`src/rtl/multicycle_ctrl_if.sv`:
```
// Control-unit bundle for the multicycle RV32I core: instruction fields and the
// ALU zero flag flow into the controller; mux selects, write enables and debug
// state flow back out to the datapath.
interface multicycle_ctrl_if;
  logic [6:0] op;
  logic [2:0] funct3;
  logic       funct7b5;
  logic       zero;
  logic [1:0] immsrc;
  logic [1:0] alusrca;
  logic [1:0] alusrcb;
  logic [1:0] resultsrc;
  logic       adrsrc;
  logic       irwrite;
  logic       pcwrite;
  logic       regwrite;
  logic       memwrite;
  logic [2:0] alucontrol;
  logic       illegal;
  logic [3:0] state;

  // Controller side: consumes instruction fields, drives every control.
  modport master (
    input  op, funct3, funct7b5, zero,
    output immsrc, alusrca, alusrcb, resultsrc, adrsrc, irwrite, pcwrite,
           regwrite, memwrite, alucontrol, illegal, state
  );

  // Datapath side: supplies instruction fields, obeys the controls.
  modport slave (
    output op, funct3, funct7b5, zero,
    input  immsrc, alusrca, alusrcb, resultsrc, adrsrc, irwrite, pcwrite,
           regwrite, memwrite, alucontrol, illegal, state
  );
endinterface

```
`src/rtl/multicycle_ctrl.sv`:
```
// Main control unit for the multicycle RV32I core. A Moore FSM steps each
// instruction through 3-5 cycles, sharing one ALU and one memory port.
// Supports lw, sw, R-type ALU, I-type ALU, beq and jal.
module multicycle_ctrl (
  input  logic             clk,
  input  logic             reset,
  multicycle_ctrl_if.master bus
);

  typedef enum logic [3:0] {
    FETCH    = 4'd0,
    DECODE   = 4'd1,
    MEMADR   = 4'd2,
    MEMREAD  = 4'd3,
    MEMWB    = 4'd4,
    MEMWRITE = 4'd5,
    EXECR    = 4'd6,
    ALUWB    = 4'd7,
    EXECI    = 4'd8,
    JAL      = 4'd9,
    BEQ      = 4'd10
  } statetype;

  localparam logic [6:0] OP_LW   = 7'b0000011;
  localparam logic [6:0] OP_SW   = 7'b0100011;
  localparam logic [6:0] OP_R    = 7'b0110011;
  localparam logic [6:0] OP_I    = 7'b0010011;
  localparam logic [6:0] OP_BEQ  = 7'b1100011;
  localparam logic [6:0] OP_JAL  = 7'b1101111;

  statetype   statereg;
  statetype   nextstate;

  logic [1:0] aluop;
  logic       branch;
  logic       pcupdate;
  logic       irwritefsm;
  logic       regwritefsm;
  logic       memwritefsm;
  logic       illegalop;

  // State register; reset always returns to FETCH, abandoning any instruction.
  always_ff @(posedge clk) begin
    if (reset) statereg <= FETCH;
    else       statereg <= nextstate;
  end

  // Next-state logic; DECODE dispatches on opcode, unknown opcodes act as NOP.
  always_comb begin
    nextstate = FETCH;
    case (statereg)
      FETCH:    nextstate = DECODE;
      DECODE: begin
        case (bus.op)
          OP_LW, OP_SW: nextstate = MEMADR;
          OP_R:         nextstate = EXECR;
          OP_I:         nextstate = EXECI;
          OP_BEQ:       nextstate = BEQ;
          OP_JAL:       nextstate = JAL;
          default:      nextstate = FETCH;
        endcase
      end
      MEMADR:   nextstate = (bus.op == OP_LW) ? MEMREAD : MEMWRITE;
      MEMREAD:  nextstate = MEMWB;
      MEMWB:    nextstate = FETCH;
      MEMWRITE: nextstate = FETCH;
      EXECR:    nextstate = ALUWB;
      EXECI:    nextstate = ALUWB;
      JAL:      nextstate = ALUWB;
      ALUWB:    nextstate = FETCH;
      BEQ:      nextstate = FETCH;
      default:  nextstate = FETCH;
    endcase
  end

  // Flags opcodes outside the supported subset so DECODE can report them.
  always_comb begin
    illegalop = 1'b1;
    case (bus.op)
      OP_LW, OP_SW, OP_R, OP_I, OP_BEQ, OP_JAL: illegalop = 1'b0;
      default:                                  illegalop = 1'b1;
    endcase
  end

  // Moore outputs: mux selects and raw enables as a function of state.
  always_comb begin
    bus.alusrca   = 2'b00;
    bus.alusrcb   = 2'b00;
    bus.resultsrc = 2'b00;
    bus.adrsrc    = 1'b0;
    aluop         = 2'b00;
    branch        = 1'b0;
    pcupdate      = 1'b0;
    irwritefsm    = 1'b0;
    regwritefsm   = 1'b0;
    memwritefsm   = 1'b0;
    bus.illegal   = 1'b0;
    case (statereg)
      FETCH: begin
        bus.alusrcb   = 2'b10;
        bus.resultsrc = 2'b10;
        irwritefsm    = 1'b1;
        pcupdate      = 1'b1;
      end
      DECODE: begin
        bus.alusrca = 2'b01;
        bus.alusrcb = 2'b01;
        bus.illegal = illegalop;
      end
      MEMADR: begin
        bus.alusrca = 2'b10;
        bus.alusrcb = 2'b01;
      end
      MEMREAD: begin
        bus.adrsrc = 1'b1;
      end
      MEMWB: begin
        bus.resultsrc = 2'b01;
        regwritefsm   = 1'b1;
      end
      MEMWRITE: begin
        bus.adrsrc  = 1'b1;
        memwritefsm = 1'b1;
      end
      EXECR: begin
        bus.alusrca = 2'b10;
        aluop       = 2'b10;
      end
      EXECI: begin
        bus.alusrca = 2'b10;
        bus.alusrcb = 2'b01;
        aluop       = 2'b10;
      end
      ALUWB: begin
        regwritefsm = 1'b1;
      end
      JAL: begin
        bus.alusrca = 2'b01;
        bus.alusrcb = 2'b10;
        pcupdate    = 1'b1;
      end
      BEQ: begin
        bus.alusrca = 2'b10;
        aluop       = 2'b01;
        branch      = 1'b1;
      end
      default: ;
    endcase
  end

  // Immediate format depends only on opcode, so it is valid in every state.
  always_comb begin
    bus.immsrc = 2'b00;
    case (bus.op)
      OP_SW:   bus.immsrc = 2'b01;
      OP_BEQ:  bus.immsrc = 2'b10;
      OP_JAL:  bus.immsrc = 2'b11;
      default: bus.immsrc = 2'b00;
    endcase
  end

  // ALU decoder; only register-register funct3=000 with funct7b5 selects sub.
  always_comb begin
    bus.alucontrol = 3'b000;
    case (aluop)
      2'b00: bus.alucontrol = 3'b000;
      2'b01: bus.alucontrol = 3'b001;
      2'b10: begin
        case (bus.funct3)
          3'b000:  bus.alucontrol = (bus.op[5] & bus.funct7b5) ? 3'b001 : 3'b000;
          3'b010:  bus.alucontrol = 3'b101;
          3'b110:  bus.alucontrol = 3'b011;
          3'b111:  bus.alucontrol = 3'b010;
          default: bus.alucontrol = 3'b000;
        endcase
      end
      default: bus.alucontrol = 3'b000;
    endcase
  end

  // Architectural write enables are suppressed for the whole reset window.
  assign bus.irwrite  = irwritefsm  & ~reset;
  assign bus.regwrite = regwritefsm & ~reset;
  assign bus.memwrite = memwritefsm & ~reset;
  assign bus.pcwrite  = (pcupdate | (branch & bus.zero)) & ~reset;
  assign bus.state    = statereg;

endmodule

```
`src/flat_wrapper.sv`:
```
// flat-port wrapper written by rule: the top's interface ports become plain ports
module multicycle_ctrl_flat 
  (clk, reset, bus_op, bus_funct3, bus_funct7b5, bus_zero, bus_immsrc, bus_alusrca, bus_alusrcb, bus_resultsrc, bus_adrsrc, bus_irwrite, bus_pcwrite, bus_regwrite, bus_memwrite, bus_alucontrol, bus_illegal, bus_state);
  multicycle_ctrl_if bus_i ();
  input  logic clk;
  input  logic reset;
  input wire logic [$bits(bus_i.op)-1:0] bus_op;
  input wire logic [$bits(bus_i.funct3)-1:0] bus_funct3;
  input wire logic [$bits(bus_i.funct7b5)-1:0] bus_funct7b5;
  input wire logic [$bits(bus_i.zero)-1:0] bus_zero;
  output wire logic [$bits(bus_i.immsrc)-1:0] bus_immsrc;
  output wire logic [$bits(bus_i.alusrca)-1:0] bus_alusrca;
  output wire logic [$bits(bus_i.alusrcb)-1:0] bus_alusrcb;
  output wire logic [$bits(bus_i.resultsrc)-1:0] bus_resultsrc;
  output wire logic [$bits(bus_i.adrsrc)-1:0] bus_adrsrc;
  output wire logic [$bits(bus_i.irwrite)-1:0] bus_irwrite;
  output wire logic [$bits(bus_i.pcwrite)-1:0] bus_pcwrite;
  output wire logic [$bits(bus_i.regwrite)-1:0] bus_regwrite;
  output wire logic [$bits(bus_i.memwrite)-1:0] bus_memwrite;
  output wire logic [$bits(bus_i.alucontrol)-1:0] bus_alucontrol;
  output wire logic [$bits(bus_i.illegal)-1:0] bus_illegal;
  output wire logic [$bits(bus_i.state)-1:0] bus_state;
  assign bus_i.op = bus_op;
  assign bus_i.funct3 = bus_funct3;
  assign bus_i.funct7b5 = bus_funct7b5;
  assign bus_i.zero = bus_zero;
  assign bus_immsrc = bus_i.immsrc;
  assign bus_alusrca = bus_i.alusrca;
  assign bus_alusrcb = bus_i.alusrcb;
  assign bus_resultsrc = bus_i.resultsrc;
  assign bus_adrsrc = bus_i.adrsrc;
  assign bus_irwrite = bus_i.irwrite;
  assign bus_pcwrite = bus_i.pcwrite;
  assign bus_regwrite = bus_i.regwrite;
  assign bus_memwrite = bus_i.memwrite;
  assign bus_alucontrol = bus_i.alucontrol;
  assign bus_illegal = bus_i.illegal;
  assign bus_state = bus_i.state;
  multicycle_ctrl u_core (.clk(clk), .reset(reset), .bus(bus_i));
endmodule
```
`config.mk`:
```
export PLATFORM = sky130hd
export DESIGN_NAME = multicycle_ctrl_flat
export DESIGN_NICKNAME = d
export VERILOG_FILES = /design/src/rtl/multicycle_ctrl_if.sv /design/src/rtl/multicycle_ctrl.sv /design/src/flat_wrapper.sv
export SDC_FILE = /design/constraint.sdc
export NUM_CORES = 1
export LEC_CHECK = 0
export BUFFER_PORTS_ARGS = -buffer_cell sky130_fd_sc_hd__buf_2
export CORE_MARGIN = 3
export CORE_UTILIZATION = 42
export CTS_CLUSTER_SIZE = 20
export DETAILED_ROUTE_END_ITERATION = 8
export HOLD_SLACK_MARGIN = 0.05
export PLACE_DENSITY = 0.76
export SLEW_MARGIN = 40
export SYNTH_ARGS = -nofsm -noshare
export SYNTH_HDL_FRONTEND = slang
export SYNTH_SLANG_ARGS = --single-unit
export TNS_END_PERCENT = 100
```
`constraint.sdc`:
```
create_clock -name clk -period 1.8 [get_ports clk]
set_input_delay 0.09 -clock clk [delete_from_list [all_inputs] [get_ports clk]]
set_output_delay 0.09 -clock clk [all_outputs]
set_load 0.05 [all_outputs]
```
==> impl_metrics.env, run 1 <==
export IMPL_ant_nets=0
export IMPL_core_um2=1330
export IMPL_postSynthAreaPerCell_um2=7.05
export IMPL_worstPathArrival_ns=1.69
export IMPL_numCtsBuffers=3
export IMPL_rows=13
export IMPL_synth_nets=103
export IMPL_clock_sinks=4
export IMPL_antenna_cells=0
export IMPL_hold_viol_final=0
export IMPL_cts_htree_levels=1
export IMPL_synth_edf_count=0
export IMPL_finClkSkew_ns=0.00295
export IMPL_leakagePower_nw=0.444
export IMPL_yosys_warnings=0
export IMPL_synth_top_area_share_pct=13.1
export IMPL_yosysMostFrequentCell="nor2_1"
export IMPL_yosysSeqAreaShare_pct=13.1
export IMPL_synth_adder_area_share_pct=4.08
export IMPL_syn_area_um2=613
export IMPL_synth_cell_types=38
export IMPL_drc=0
export IMPL_dp_slack_ns=0.0806
export IMPL_drive_gt1_share_pct=57.1
export IMPL_crit_start="u_core.bus.state[0]"
export IMPL_synthXorXnorAreaFrac_pct=2.86
export IMPL_die_area_um2=1950
export IMPL_vias=817
export IMPL_path_class="reg2out"
export IMPL_largest_reg_flops=4
export IMPL_post_route_util_pct=77.3
export IMPL_yosys_top_cells_count="12 x nor2_1, 9 x a21oi_1, 5 x buf_2"
export IMPL_cts_tree="built"
export IMPL_powerDensity_nw_per_um2=361
export IMPL_hold_class="in2reg"
export IMPL_io_pins=35
export IMPL_slew_limit_headroom_pct=75.8
export IMPL_portBuffers=34
export IMPL_wirelength_um=1930
export IMPL_syn_inst=87
export IMPL_grt_overflow=0
export IMPL_final_nets=144
export IMPL_finalSetupViolations=0
export IMPL_dp_final_hpwl_um=1390
export IMPL_stdcell_area_um2=1030
export IMPL_yosys_area_share_simple_pct=48.6
export IMPL_end_kind="output port"
export IMPL_hold_path_startpoint="reset"
export IMPL_vias_per_cell=5.79
export IMPL_antenna_found_initial=0
export IMPL_initial_core_util_pct=46.0
export IMPL_root_buffer="clkbuf_4"
export IMPL_drt_initial_drc_count=12
export IMPL_synthArstFlopShare_pct=0
export IMPL_rsz0062_at_grt="true"
export IMPL_synth_seq_cells=4
export IMPL_tightest_slew_ns=0.360
export IMPL_die_w_um=44.2
export IMPL_drt_first_pass_iters=4
export IMPL_grt_pass1_vias=690
export IMPL_cp_start_kind="flop"
export IMPL_clk_latency_ns=0.23
export IMPL_wire_per_inst_um=13.7
export IMPL_gr_usage_all_layers_pct=19.9
export IMPL_synth_compound_area_share_pct=24.3
export IMPL_post_route_period_util_pct=98.8
export IMPL_ir_worst_vdd_uv=413
export IMPL_cp_required_ns=1.71
export IMPL_synthMuxAreaShare_pct=0
export IMPL_r2r_start="u_core.bus.state[1]"
export IMPL_max_cap_violations=0
export IMPL_grt_max_degree=14
export IMPL_grt_pass1_wl_um=3030
export IMPL_placed_area_um2=890
export IMPL_area_growth_syn_to_layout_pct=68.2
export IMPL_synth_area_leader_cell="dfxtp_1"
export IMPL_synth_area_leaders="dfxtp_1 13%, a21oi_1 7.3%, nor2_1 7.3%"
export IMPL_gp_congestion=0.817
export IMPL_max_clock_freq_mhz=562
export IMPL_cp_max_fo=4
export IMPL_worst_slack_ns=0.0208
export IMPL_clk_pin_slew_ns=0.04
export IMPL_synth_top_family_by_area="simple AND/OR/NAND/NOR gates"
export IMPL_ys_flop_type="dfxtp_1"
export IMPL_postCtsHoldBufs=0
export IMPL_period_minus_slack_ns=1.78
export IMPL_die_h_um=44.2
export IMPL_clockBufferDepth=2
export IMPL_slew_violations=0
export IMPL_run_status="finished, final reports clean"
export IMPL_fillCellCount=106
-- per-stage QoR --
| step | setup TNS [ns] | hold slack [ns] | std cells | total power [mW] |
|---|---|---|---|---|
| global route | -0.0392 | 0.156 | 141 | 0.393 |
| detailed placement | 0 | 0.408 | 135 | 0.253 |
| floorplan | -0.810 | 0.182 | 87 | 0.204 |
| finish | 0 | 0.171 | 141 | 0.372 |
| global placement | 0 | 0.400 | 135 | 0.250 |
| CTS | 0 | 0.166 | 140 | 0.368 |
-- cell usage in the layout, fill, tap and decap left out, types with 2 or more instances in the layout --
cell	netlist	routed
and3_1	2	2
inv_1	3	2
nor3b_2	1	2
buf_6	0	3
dfxtp_4	0	4
nand3_1	2	2
nand3b_1	2	2
nand2_1	4	2
nor4_4	1	3
a21oi_1	9	8
nand2_2	0	2
nand2b_1	4	3
a21boi_0	2	2
nor3_1	3	2
and2_1	2	2
ha_4	0	2
nor2_4	0	2
o21ai_1	3	3
buf_4	1	8
clkbuf_4	0	4
buf_2	5	30
nor2b_1	3	2
nor2_1	12	9
-- cells by family after synthesis --
kind of cell	Yosys count
buffers and inverters	9
XOR/XNOR	2
AO/OA/AOI/OAI	23
AND/OR/NAND/NOR	47
flip-flops	4
adder cells (fa/ha/maj)	2
-- layer usage --
metal | track usage, % | share of wire [%]
met5 | 0 | 0
met4 | 8.43 | 1.6
met1 | 26.3 | 39
met3 | 1.63 | 7.5
met2 | 32.8 | 52
-- final timing paths --
check                         to  slack, ns  depth (start not counted)
max reg2reg  u_core.bus.state[2]       0.39                          5
min reg2reg  u_core.bus.state[1]       0.57                          2
max            bus_alucontrol[0]       0.02                          7
min          u_core.bus.state[1]       0.17                          2
-- timing repair --
action / in CTS / in global routing
setup buffers: 2 / 1
endpoints found under the setup margin: 2 / 6
resized for setup: 7 / 15
cloned: 0 / 0
pin swaps: 3 / 6
-- critical path: stages (launching register included) --
cell and delay (ns):
dfxtp_4 0.35, nand2b_4 0.16, nor3b_4 0.24, inv_1 0.11, ha_4 0.18, a31oi_2 0.17, nor2_4 0.05, buf_4 0.19
-- report_power, final --
group | leakage, nW | total [mW] | switching, mW | internal (mW)
clock network | 0.0138 | 0.113 | 0.0387 | 0.0748
registers | 0.0355 | 0.0910 | 0.00412 | 0.0869
logic | 0.395 | 0.168 | 0.114 | 0.0533
-- cell type report --
type	instances	area (um2)	area share, %
inverter	3	11.3	1.09
sequential	4	95.1	9.22
tap	15	18.8	1.82
multi-input combinational	74	632	61.3
clock buffer	3	22.5	2.18
timing repair buffer	42	251	24.4
Power figures use the tool's default switching activity.
==> run 2: changes to the inputs <==
ABC_AREA = 1   (was not set)
CORE_MARGIN = 4   (was 3)
CORE_UTILIZATION = 41   (was 42)
==> run 2 against run 1 <==
Sequential power grew 3.3%. Cell count rose by 15%. Area after synthesis shrank 6.7%. Flip-flop and latch count stayed put. Highest routed layer unchanged.
==> impl_metrics.env, run 2 <==
export IMPL_run_status="finished, final reports clean"
export IMPL_cp_max_fo=5
export IMPL_powerDensity_nw_per_um2=376
export IMPL_clock_sinks=4
export IMPL_finClkSkew_ns=0.00234
export IMPL_synth_top_area_share_pct=15.1
export IMPL_io_pins=35
export IMPL_yosys_top_cells_count="23 x nand2_1, 19 x nor2_1, 18 x inv_1"
export IMPL_leakagePower_nw=0.515
export IMPL_path_class="reg2out"
export IMPL_synth_seq_cells=4
export IMPL_postSynthAreaPerCell_um2=5.39
export IMPL_max_stage_delay_ns=0.38
export IMPL_use_met1_pct=16.9
export IMPL_drt_first_pass_iters=4
export IMPL_cp_start_kind="flop"
export IMPL_cp_required_ns=1.71
export IMPL_ys_flop_type="dfxtp_1"
export IMPL_drt_initial_drc_count=8
export IMPL_wire_per_inst_um=10.9
export IMPL_hold_viol_final=0
export IMPL_die_w_um=45.3
export IMPL_clk_latency_ns=0.23
export IMPL_max_cap_violations=0
export IMPL_synth_edf_count=0
export IMPL_grtUsageMet2_pct=33.9
export IMPL_portBuffers=34
export IMPL_syn_inst=106
export IMPL_gp_congestion=0.795
export IMPL_tightest_slew_ns=0.259
export IMPL_cp_num_buf_inv=2
export IMPL_synth_nets=122
export IMPL_cpLargestDelayFamily="simple AND/OR/NAND/NOR gates"
export IMPL_numCtsBuffers=3
export IMPL_syn_area_um2=572
export IMPL_top_usage_layer="met2"
export IMPL_grt_overflow=0
export IMPL_post_route_period_util_pct=98.0
export IMPL_end_kind="output port"
export IMPL_clockBufferDepth=2
export IMPL_slew_violations=0
export IMPL_final_nets=165
export IMPL_ir_worst_vdd_uv=261
export IMPL_wirelength_um=1770
export IMPL_max_clock_freq_mhz=567
export IMPL_synth_area_leaders="nand2_1 15%, dfxtp_1 14%, nor2_1 12%"
export IMPL_dp_slack_ns=0.0961
export IMPL_grt_pass1_vias=697
export IMPL_critPathSlowestCell="dfxtp_4"
export IMPL_final_cell_mix="32 x buf_2, 23 x nand2_1, 16 x nor2_1"
export IMPL_root_buffer="clkbuf_4"
export IMPL_drive_gt1_share_pct=54.4
export IMPL_grt_pass1_wl_um=2650
export IMPL_synthArstFlopShare_pct=0
export IMPL_ant_nets=0
export IMPL_met3_usage_pct=2.79
export IMPL_vias=765
export IMPL_yosysMostFrequentCell="nand2_1"
export IMPL_layout_commonest_cell="buf_2"
export IMPL_largest_reg_flops=4
export IMPL_stdcell_area_um2=932
export IMPL_core_um2=1300
export IMPL_yosysSeqAreaShare_pct=14.0
export IMPL_post_route_util_pct=71.6
export IMPL_grt_max_degree=9
export IMPL_rsz0062_at_grt="true"
export IMPL_yosys_warnings=0
export IMPL_worstPathArrival_ns=1.67
export IMPL_hold_class="in2reg"
export IMPL_slew_limit_headroom_pct=82.9
export IMPL_rows=13
export IMPL_antenna_found_initial=0
export IMPL_die_area_um2=2060
export IMPL_fillCellCount=127
export IMPL_worst_slack_ns=0.0366
export IMPL_vias_per_cell=4.72
export IMPL_die_h_um=45.3
export IMPL_finalSetupViolations=0
export IMPL_drc=0
export IMPL_gr_usage_all_layers_pct=17.1
export IMPL_antenna_cells=0
export IMPL_dp_final_hpwl_um=1340
export IMPL_area_growth_syn_to_layout_pct=63.0
export IMPL_crit_chain="inv_4, nor2_4, nand2_2, nand2_4, ha_4, nand4_1, a31oi_4, buf_6"
export IMPL_cts_tree="built"
export IMPL_initial_core_util_pct=43.9
export IMPL_period_minus_slack_ns=1.76
export IMPL_postCtsHoldBufs=0
export IMPL_synth_cell_types=20
export IMPL_cts_htree_levels=1
export IMPL_clk_pin_slew_ns=0.04
export IMPL_synth_area_leader_cell="nand2_1"
export IMPL_placed_area_um2=797
-- run 2: cell count changes after synthesis, sizes merged, moves of 3 or more --
cell and change:
nand2 +24, inv +20, nor2 +17, a21oi -6, buf -5, nand2b -5
nand3 +5, nor3b -4, a21boi -3, nor2b -3
-- run 2: layout make-up --
cell class                 instances  area [um2]  area share (%)
multi-input combinational         78         489            52.5
timing repair buffer              39         220            23.6
clock buffer                       3        22.5            2.42
inverter                          23        88.8            9.53
sequential                         4        92.6            9.93
tap                               15        18.8            2.01
-- run 2: report_power, final --
group	leakage [nW]	internal, mW	switching, mW
Sequential	0.0352	0.0878	0.00623
Clock	0.0138	0.0743	0.0332
Combinational	0.466	0.0392	0.110
Total	0.515	0.201	0.149
-- run 2: worst reg2reg max path: stages, from the launching register on --
cell     delay, ns
dfxtp_4       0.38
inv_4         0.05
nor2_4        0.16
nand2_2       0.10
buf_4         0.14
nand3_1       0.11
nor2_1        0.06
a21oi_1       0.11
-- run 2: worst paths after layout --
check | from | slack, ns | depth (start not counted) | to
setup / recovery | u_core.bus.state[1] | 0.04 | 8 | bus_alucontrol[0]
hold / removal | reset | 0.14 | 2 | u_core.bus.state[2]
setup reg to reg | u_core.bus.state[1] | 0.61 | 7 | u_core.bus.state[1]
hold reg to reg | u_core.bus.state[0] | 0.69 | 3 | u_core.bus.state[0]
-- run 2: layer usage --
metal	up-vias	wire, um
li1	402	-
met1	322	660
met2	35	966
met3	6	100
met4	0	41
met5	-	0
-- run 2: cell families after synthesis --
kind of cell | Yosys count | synth area share, %
buffers and inverters | 24 | 16.0
DFF | 4 | 14.0
AOI/OAI and AO/OA | 7 | 7.00
and+or+nand+nor | 69 | 58.6
adders and majority gates | 2 | 4.38
-- run 2: what timing repair did --
action,4_1_cts,5_1_grt
resized for setup,7,13
setup buffers,2,3
pin swaps,2,5
gates cloned,0,0
setup endpoints to repair,3,3
-- run 2: through the flow --
step	instances	setup TNS (ns)	power (mW)	hold WS, ns
6_report	162	0	0.351	0.140
4_1_cts	159	0	0.355	0.144
3_3_place_gp	154	0	0.243	0.384
2_1_floorplan	106	0	0.205	0.330
5_1_grt	162	-0.0203	0.373	0.150
3_5_place_dp	154	0	0.245	0.384
